==> src/rtl/sap_display_driver_if.sv <==
// Bus between the output register and the display driver: write strobe/data in,
// multiplexed seven-segment drive and busy flag out.
interface sap_display_driver_if;
    logic [7:0] data_in;
    logic       load;
    logic [7:0] seg;
    logic [3:0] dig_sel;
    logic       busy;

    modport master (output data_in, load, input  seg, dig_sel, busy);
    modport slave  (input  data_in, load, output seg, dig_sel, busy);
endinterface

==> src/rtl/sap_display_driver.sv <==
// Output-register display driver: double-dabble binary-to-BCD conversion with a
// one-deep pending slot, feeding a 4-digit multiplexed common-anode display.
// Optional macro SAP_DISPLAY_SIGNED_EN: treat data_in as two's complement and show a sign digit.
module sap_display_driver #(
    parameter int unsigned SCAN_DIV = 50000
) (
    input logic                 clk,
    input logic                 clr,
    sap_display_driver_if.slave bus
);
    localparam int unsigned PW = (SCAN_DIV > 2) ? $clog2(SCAN_DIV) : 1;
    localparam logic [PW-1:0] SCAN_TC = PW'(SCAN_DIV - 1);
    localparam logic [7:0] SEG_BLANK = 8'hFF;
    localparam logic [7:0] SEG_MINUS = 8'hBF;

    typedef enum logic [1:0] {IDLE, CONV, DONE} state_t;

    state_t        state_q, state_d;
    logic [7:0]    bin_q, bin_d;
    logic [11:0]   bcd_q, bcd_d;
    logic [2:0]    iter_q, iter_d;
    logic [7:0]    pend_q, pend_d;
    logic          pend_vld_q, pend_vld_d;
    logic [3:0]    hund_q, hund_d, tens_q, tens_d, unit_q, unit_d;
    logic [PW-1:0] presc_q, presc_d;
    logic [1:0]    idx_q, idx_d;
    logic [7:0]    seg_q, seg_d;
    logic [3:0]    dig_q, dig_d;
    logic          busy_q, busy_d;
    logic          cap_c;
    logic [7:0]    cap_raw_c;
    logic [11:0]   adj_c;
    logic [7:0]    sign_seg_c;
`ifdef SAP_DISPLAY_SIGNED_EN
    logic          cneg_q, cneg_d, dneg_q, dneg_d;
`endif

    function automatic logic [7:0] seg7(input logic [3:0] d);
        case (d)
            4'd0:    seg7 = 8'hC0;
            4'd1:    seg7 = 8'hF9;
            4'd2:    seg7 = 8'hA4;
            4'd3:    seg7 = 8'hB0;
            4'd4:    seg7 = 8'h99;
            4'd5:    seg7 = 8'h92;
            4'd6:    seg7 = 8'h82;
            4'd7:    seg7 = 8'hF8;
            4'd8:    seg7 = 8'h80;
            4'd9:    seg7 = 8'h90;
            default: seg7 = SEG_BLANK;
        endcase
    endfunction

    // Add-3 correction on every BCD nibble ahead of the shift
    always_comb begin
        for (int k = 0; k < 3; k++) begin
            adj_c[4*k +: 4] = (bcd_q[4*k +: 4] >= 4'd5) ? bcd_q[4*k +: 4] + 4'd3
                                                          : bcd_q[4*k +: 4];
        end
    end

    // Conversion FSM, pending slot and display-register update
    always_comb begin
        state_d    = state_q;
        bin_d      = bin_q;
        bcd_d      = bcd_q;
        iter_d     = iter_q;
        pend_d     = pend_q;
        pend_vld_d = pend_vld_q;
        hund_d     = hund_q;
        tens_d     = tens_q;
        unit_d     = unit_q;
        cap_c      = 1'b0;
        cap_raw_c  = bus.data_in;
`ifdef SAP_DISPLAY_SIGNED_EN
        cneg_d     = cneg_q;
        dneg_d     = dneg_q;
`endif
        unique case (state_q)
            IDLE: begin
                if (pend_vld_q) begin
                    cap_c      = 1'b1;
                    cap_raw_c  = pend_q;
                    pend_vld_d = 1'b0;
                end else if (bus.load) begin
                    cap_c = 1'b1;
                end
            end
            CONV: begin
                {bcd_d, bin_d} = {adj_c[10:0], bin_q, 1'b0};
                iter_d         = iter_q + 3'd1;
                if (iter_q == 3'd7) state_d = DONE;
            end
            DONE: begin
                hund_d = bcd_q[11:8];
                tens_d = bcd_q[7:4];
                unit_d = bcd_q[3:0];
`ifdef SAP_DISPLAY_SIGNED_EN
                dneg_d = cneg_q;
`endif
                if (pend_vld_q) begin
                    cap_c      = 1'b1;
                    cap_raw_c  = pend_q;
                    pend_vld_d = 1'b0;
                end else begin
                    state_d = IDLE;
                end
            end
            default: state_d = IDLE;
        endcase

        // A load that cannot start immediately lands in the slot; last write wins
        if (bus.load && ((state_q != IDLE) || pend_vld_q)) begin
            pend_d     = bus.data_in;
            pend_vld_d = 1'b1;
        end

        if (cap_c) begin
            state_d = CONV;
            bcd_d   = 12'd0;
            iter_d  = 3'd0;
`ifdef SAP_DISPLAY_SIGNED_EN
            bin_d   = cap_raw_c[7] ? 8'(~cap_raw_c + 8'd1) : cap_raw_c;
            cneg_d  = cap_raw_c[7];
`else
            bin_d   = cap_raw_c;
`endif
        end
    end

    // Digit scan and segment lookup with leading-zero blanking
    always_comb begin
`ifdef SAP_DISPLAY_SIGNED_EN
        sign_seg_c = dneg_q ? SEG_MINUS : SEG_BLANK;
`else
        sign_seg_c = SEG_BLANK;
`endif
        presc_d = (presc_q == SCAN_TC) ? '0 : presc_q + PW'(1);
        idx_d   = (presc_q == SCAN_TC) ? idx_q + 2'd1 : idx_q;
        dig_d   = ~(4'b0001 << idx_q);
        unique case (idx_q)
            2'd0:    seg_d = seg7(unit_q);
            2'd1:    seg_d = ((hund_q == 4'd0) && (tens_q == 4'd0)) ? SEG_BLANK : seg7(tens_q);
            2'd2:    seg_d = (hund_q == 4'd0) ? SEG_BLANK : seg7(hund_q);
            default: seg_d = sign_seg_c;
        endcase
        busy_d = (state_d != IDLE) | pend_vld_d;
    end

    always_ff @(posedge clk or negedge clr) begin
        if (!clr) begin
            state_q    <= IDLE;
            bin_q      <= 8'd0;
            bcd_q      <= 12'd0;
            iter_q     <= 3'd0;
            pend_q     <= 8'd0;
            pend_vld_q <= 1'b0;
            hund_q     <= 4'd0;
            tens_q     <= 4'd0;
            unit_q     <= 4'd0;
            presc_q    <= '0;
            idx_q      <= 2'd0;
            seg_q      <= SEG_BLANK;
            dig_q      <= 4'b1111;
            busy_q     <= 1'b0;
        end else begin
            state_q    <= state_d;
            bin_q      <= bin_d;
            bcd_q      <= bcd_d;
            iter_q     <= iter_d;
            pend_q     <= pend_d;
            pend_vld_q <= pend_vld_d;
            hund_q     <= hund_d;
            tens_q     <= tens_d;
            unit_q     <= unit_d;
            presc_q    <= presc_d;
            idx_q      <= idx_d;
            seg_q      <= seg_d;
            dig_q      <= dig_d;
            busy_q     <= busy_d;
        end
    end

`ifdef SAP_DISPLAY_SIGNED_EN
    always_ff @(posedge clk or negedge clr) begin
        if (!clr) begin
            cneg_q <= 1'b0;
            dneg_q <= 1'b0;
        end else begin
            cneg_q <= cneg_d;
            dneg_q <= dneg_d;
        end
    end
`endif

    assign bus.seg     = seg_q;
    assign bus.dig_sel = dig_q;
    assign bus.busy    = busy_q;
endmodule

==> src/flat_wrapper.sv <==
// flat-port wrapper written by rule: the top's interface ports become plain ports
module sap_display_driver_flat 
#(
    parameter int unsigned SCAN_DIV = 50000
)
  (clk, clr, bus_data_in, bus_load, bus_seg, bus_dig_sel, bus_busy);
  sap_display_driver_if bus_i ();
  input logic clk;
  input logic clr;
  input wire logic [$bits(bus_i.data_in)-1:0] bus_data_in;
  input wire logic [$bits(bus_i.load)-1:0] bus_load;
  output wire logic [$bits(bus_i.seg)-1:0] bus_seg;
  output wire logic [$bits(bus_i.dig_sel)-1:0] bus_dig_sel;
  output wire logic [$bits(bus_i.busy)-1:0] bus_busy;
  assign bus_i.data_in = bus_data_in;
  assign bus_i.load = bus_load;
  assign bus_seg = bus_i.seg;
  assign bus_dig_sel = bus_i.dig_sel;
  assign bus_busy = bus_i.busy;
  sap_display_driver #(.SCAN_DIV(SCAN_DIV)) u_core (.clk(clk), .clr(clr), .bus(bus_i));
endmodule
==> config.mk <==
export PLATFORM = sky130hd
export DESIGN_NAME = sap_display_driver_flat
export DESIGN_NICKNAME = d
export VERILOG_FILES = /design/src/rtl/sap_display_driver_if.sv /design/src/rtl/sap_display_driver.sv /design/src/flat_wrapper.sv
export SDC_FILE = /design/constraint.sdc
export NUM_CORES = 1
export LEC_CHECK = 0
export BUFFER_PORTS_ARGS = -buffer_cell sky130_fd_sc_hd__buf_2
export CORE_ASPECT_RATIO = 1.25
export CORE_UTILIZATION = 45
export CTS_BUF_LIST = sky130_fd_sc_hd__clkbuf_16
export DETAILED_ROUTE_END_ITERATION = 10
export PLACE_DENSITY = 0.71
export SETUP_SLACK_MARGIN = 0.2
export SLEW_MARGIN = 40
export SYNTH_ARGS = -nofsm -noshare
export SYNTH_HDL_FRONTEND = slang
export SYNTH_SLANG_ARGS = --single-unit
==> constraint.sdc <==
create_clock -name clk -period 2.2 [get_ports clk]
set_input_delay 0.33 -clock clk [delete_from_list [all_inputs] [get_ports clk]]
set_output_delay 0.33 -clock clk [all_outputs]
set_load 0.03 [all_outputs]
# Word level (Yosys, flattened, before mapping)
# Memories as Yosys holds them, arrays and structs flattened.
# Cells that the tools add are included.
# op_classes
bitwise	2
eq_ne	6
magnitude_cmp	3
n_mux	25
add_sub_neg	6
shift	1
n_reduce_logical	11
# ops
cell	count
2-to-1 mux 8 bit	6
2-to-1 mux 12 bit	2
case mux 8 bit (3 select lines)	1
adder 16 x 1 -> 16 bit (second input constant)	1
equality test 16 bit (second input constant)	1
2-to-1 mux 16 bit	1
greater-or-equal comparator 4 x 3 -> 1 bit (second input constant)	3
2-to-1 mux 3 bit	3
adder 4 x 2 -> 4 bit (second input constant)	2
zero test 4 bit	2
2-to-1 mux 4 bit	2
2-to-1 mux 2 bit	3
case mux 2 bit (3 select lines)	1
nonzero test 2 bit	3
2-to-1 mux 1 bit	5
equality test 2 x 1 -> 1 bit (second input constant)	2
equality test 2 bit (second input constant)	2
zero test 2 bit	2
NOT 4 bit	1
<< shifter 1 x 2 -> 4 bit (first input constant)	1
adder 3 x 1 -> 3 bit (second input constant)	1
adder 3 x 2 -> 3 bit (second input constant)	1
equality test 3 bit (second input constant)	1
adder 2 x 1 -> 2 bit (second input constant)	1
other kinds (5)	6
# totals
in_bits	11
n_memories	3
out_inout_bits	13
reg_bits	77
mem_bits_ro	336
# memory_table
memory	depth	word_bits	read_ports	rd_ports_with_merged_regs	wr	line	source
(no name shown)	16	7	1	0	0	sap_display_driver.sv:39	case (d)
(no name shown)	16	7	1	0	0	sap_display_driver.sv:39	
(no name shown)	16	7	1	0	0	sap_display_driver.sv:39	

# Longest topological paths before layout
# depth
ltp_word	6
mapped_depth	6
ltp_nobuf	6

# Least setup slack after synthesis
# Ideal clock, no wire load.
# synth_timing
path_type	register to register
start	reg u_core.hund_q[1]
end	reg u_core.seg_q[6] (netlist: u_core.bus.seg[6])
slack_ps	661
setup_time_ps	84
path_stages_with_launch	7
arrival_ps	1454
period_less_slack_ps	1539
required_ps	2116
path_buffers	0
cell_sequence	dfrtp_1 > inv_1 > ha_1 > nand2_1 > o41ai_2 > o21ai_0 > o2111ai_1
# synth_via
elab_chain_cells	4
# synth_lines
item	line	source
start: declaration	sap_display_driver.sv:24	logic [3:0] hund_q, hund_d, tens_q, tens_d, unit_q, unit_d;
start signal: assignment	sap_display_driver.sv:173	hund_q <= hund_d;
branches (longest 3 deep; another with memory read (16 x 7 bit))	-	
case mux 8 bit (3 select lines) (*)	sap_display_driver.sv:141	unique case (idx_q)
net u_core.seg_d[6]	sap_display_driver.sv:27	logic [7:0] seg_q, seg_d;
end signal: assignment	sap_display_driver.sv:178	seg_q <= seg_d;
end: declaration	sap_display_driver.sv:27	
# Mark *: on every way through the listed nets, which the timed path passes.
# A chain may end at the register's enable or synchronous reset.

# Final worst setup path
# Same ends and word-level chain as after synthesis.

==> parameters.txt <==
Parameter                              Value

Synthesis
  Mapped Nets ... 440
  FF+latch count, synth ... 76
  Fraction of the yosys area taken by sequential cells ... 46.8%
  Number of enable-type register cells in the synthesized netlist ... 0
  Post-synthesis average cell area ... 10.3 um2
  Share of synthesized area spent on multiplexers ... 6.90%
  Primary FF master, synth ... dfrtp_1
  Cell count after synthesis ... 399
  Ys Warns ... 0
  Combinational family with the most area after synthesis ... simple AND/OR/NAND/NOR gates
  Count of cell types in the netlist ... 47
  Syn Std Cell Area ... 4100 um2
  Post-Synth Adder-Cell Area ... 9.16%
  Share of the synthesized area in compound gates (AO/OA/AOI/OAI) ... 13.2%
  Share of async-settable or async-resettable flops after synthesis ... 100%
  Synthesized-area fraction occupied by xor and xnor cells ... 4.28%
  Area fraction in and, or, nand and nor cells after synthesis ... 15.3%

Outcome
  Status ... finished clean

Detailed routing
  Routed via count divided by cell count ... 5.32
  Final Routed Wirelength ... 7.45 mm
  Detailed-route DRC error count ... 0
  Antenna violation net count after detailed routing ... 0
  Via count ... 2,932
  Routed wire per std cell ... 13.5 um
  Detailed-router iteration count before antenna repair ... 4
  DRC violation total after the first TritonRoute iteration ... 111

Critical path
  Type of origin of the critical path ... flip-flop
  Reg-to-reg endpoint ... u_core.bus.seg[6]
  Reg2reg start ... u_core.hund_q[1]
  Max Fanout on Critical Path ... 6
  Reg-to-reg slack, setup ... 370 ps
  Critical path arrival ... 2080 ps
  Launch point of the critical path ... u_core.hund_q[1]
  Critical setup path kind ... reg -> reg
  Critical path endpoint ... u_core.bus.seg[6]
  Type of destination of the critical path ... flip-flop
  Cell depth of the worst flop-to-flop path ... 6
  Worst Path Required ... 2450 ps

CTS
  H-tree depth reported by CTS ... 3
  Clock Sinks ... 76
  TritonCTS clock tree ... done
  Cells resized by post-CTS repair ... 0
  Inserted Clock Buffers ... 9
  Cell at the root of the clock tree ... clkbuf_16
  Clock edge transition at the registers on the reported setup and hold paths ... 60 ps
  Clock insertion delay at the later pin of the skew report ... 330 ps
  Deepest clock path buffer count ... 2

Cells and area
  Antenna diode count ... 0
  Number of nets in the final layout ... 467
  Area Growth Syn to Fin ... 14.3%
  Most frequent cells in the layout ... dfrtp_1, o21ai_0, nor2_1
  Fraction of layout instances using a drive strength above 1 ... 19.0%
  Most common cell after layout, fill and taps aside ... dfrtp_1
  Filler cell count ... 809

Job
  Count of max-cap constraint violations ... 0

Global routing
  First-pass GRT wire length ... 12.8 mm
  Maximum number of pins on one net before global-route repair ... 42
  Initial antenna violation count ... 0
  GRT Util Overall ... 17.3%
  Remaining global-route overflow ... 0
  Via count of the first global-routing pass ... 2,750

STA
  Fmax ... 546 MHz
  Number of max-slew violations in the final report ... 0
  Number of failing hold endpoints at the final stage ... 0
  Unrepaired setup endpoints after global routing ... false
  Worst Max-Slew Pin Slew ... 500 ps
  Setup violation total in the final timing report ... 0
  Share of the cycle needed by the critical path after routing ... 83.3%
  Post-Route Skew ... 4.71 ps
  Total negative slack for setup checks ... 0 ps
  Headroom to the max-slew limit ... 66.3%
  Min Tclk post-route ... 1830 ps

Placed design
  Number of buffers inserted by port buffering ... 22
  Final weighted congestion in routability-driven placement ... 0.906
  Half-perimeter wire length after detailed placement ... 5.24 mm

Floorplan
  Starting density of the core ... 46.8%
  Die width ... 87.3 um
  Y dimension of the die ... 109 um
  Core Box Area ... 8750 um2
  Count of standard-cell rows ... 38
  Die area ... 9490 um2
  Top-level I/O count ... 24

Min path
  Worst hold path class ... in -> reg

Power and ir drop
  Static Leak ... 0.00204 uW
  Maximum VDD drop ... 0.579 mV
  Final Power ... 6280 uW
  Pwr Density ... 1340 nW/um2
==> area by class of cell <==
| cell class | instances | area (um2) | area share [%] |
|---|---|---|---|
| Inverter | 23 | 86.3 | 1.84 |
| Tap cell | 120 | 150 | 3.21 |
| Multi-Input combinational cell | 283 | 2000 | 42.8 |
| Timing Repair Buffer | 33 | 210 | 4.49 |
| Clock inverter | 7 | 91.3 | 1.95 |
| Sequential cell | 76 | 1920 | 40.9 |
| Clock buffer | 9 | 225 | 4.81 |
==> logic make-up after synthesis <==
family / count (synthesis)
mux: 26
xor+xnor: 20
simple gates: 124
buf+inv: 40
fa+ha+maj: 30
compound gates: 82
other cells: 1
flops: 76
==> synth_stat cells, drive strengths merged (3+ instances only) <==
cell | n | area, um2
buf | 11 | 67.6
or3 | 3 | 18.8
nand2 | 24 | 90.1
dfstp | 11 | 289
dfrtp | 65 | 1630
nor2 | 32 | 128
o21ai | 36 | 180
ha | 30 | 375
mux2i | 8 | 80.1
o221ai | 4 | 35.0
nor2b | 11 | 68.8
a31oi | 3 | 18.8
clkbuf | 6 | 22.5
mux2 | 18 | 203
a21oi | 12 | 60.1
inv | 23 | 86.3
nor4 | 3 | 18.8
nand2b | 9 | 56.3
nand3 | 19 | 95.1
nand4 | 7 | 43.8
a221o | 6 | 60.1
xnor2 | 14 | 123
nor3 | 8 | 45.0
a32o | 3 | 30.0
xor2 | 6 | 52.6
==> registers in the layout (all words and copies together), names as in the netlist <==
| register | count |
|---|---|
| u_core.bcd_q | 12 |
| u_core.bin_q | 8 |
| u_core.bus.busy | 1 |
| u_core.bus.dig_sel | 4 |
| u_core.bus.seg | 7 |
| u_core.hund_q | 4 |
| u_core.idx_q | 2 |
| u_core.iter_q | 3 |
| u_core.pend_q | 8 |
| u_core.pend_vld_q | 1 |
| u_core.presc_q | 16 |
| u_core.state_q | 2 |
| u_core.tens_q | 4 |
| u_core.unit_q | 4 |
==> critical path: stages, from the launching register on <==
cell       delay, ps
dfrtp_1          430
inv_1            140
ha_1             240
nand2_1          100
o41ai_2          490
o21ai_0          210
o2111ai_1        130
==> timing repair <==
item	in CTS	in global routing
setup endpoints to repair	0	0
setup buffers	0	0
hold buffers	1	0
endpoints found under the hold margin	24	0
==> per-layer routing <==
metal	part of all wire, %	track usage (%)	vias to the layer above
li1	-	-	1448
met1	46	22.4	1425
met2	49	28.6	51
met3	3.2	3.94	8
met4	1.4	6.09	0
met5	0	0	-
==> worst min-delay path by stage <==
stage                               from               end  depth (start not counted)
after global placement               clr   u_core.idx_q[0]                          1
after CTS                 bus_data_in[5]  u_core.pend_q[5]                          2
after floorplan                      clr   u_core.bcd_q[0]                          0
after detailed placement             clr   u_core.idx_q[0]                          1
after global routing      bus_data_in[1]  u_core.pend_q[1]                          2
final                     bus_data_in[5]  u_core.pend_q[5]                          2
==> per-stage QoR <==
stage / std cells / utilization, % / hold WS [ps] / setup slack (ps) / cell area [um2]
2_1_floorplan: 399 / - / 34.4 / 661 / 4100
3_3_place_gp: 534 / 49.8 / 325 / 516 / 4360
3_5_place_dp: 534 / 49.8 / 325 / 442 / 4360
4_1_cts: 551 / 53.5 / 234 / 376 / 4680
5_1_grt: 551 / 53.5 / 248 / 202 / 4680
6_report: 551 / 53.5 / 242 / 368 / 4680
==> where the power goes <==
group | internal (uW) | switching [uW] | total, uW
logic | 1090 | 1330 | 2430
clock network | 991 | 578 | 1570
registers | 1860 | 429 | 2290
total | 3940 | 2340 | 6280
No activity file was read; power rests on OpenSTA's default activity.
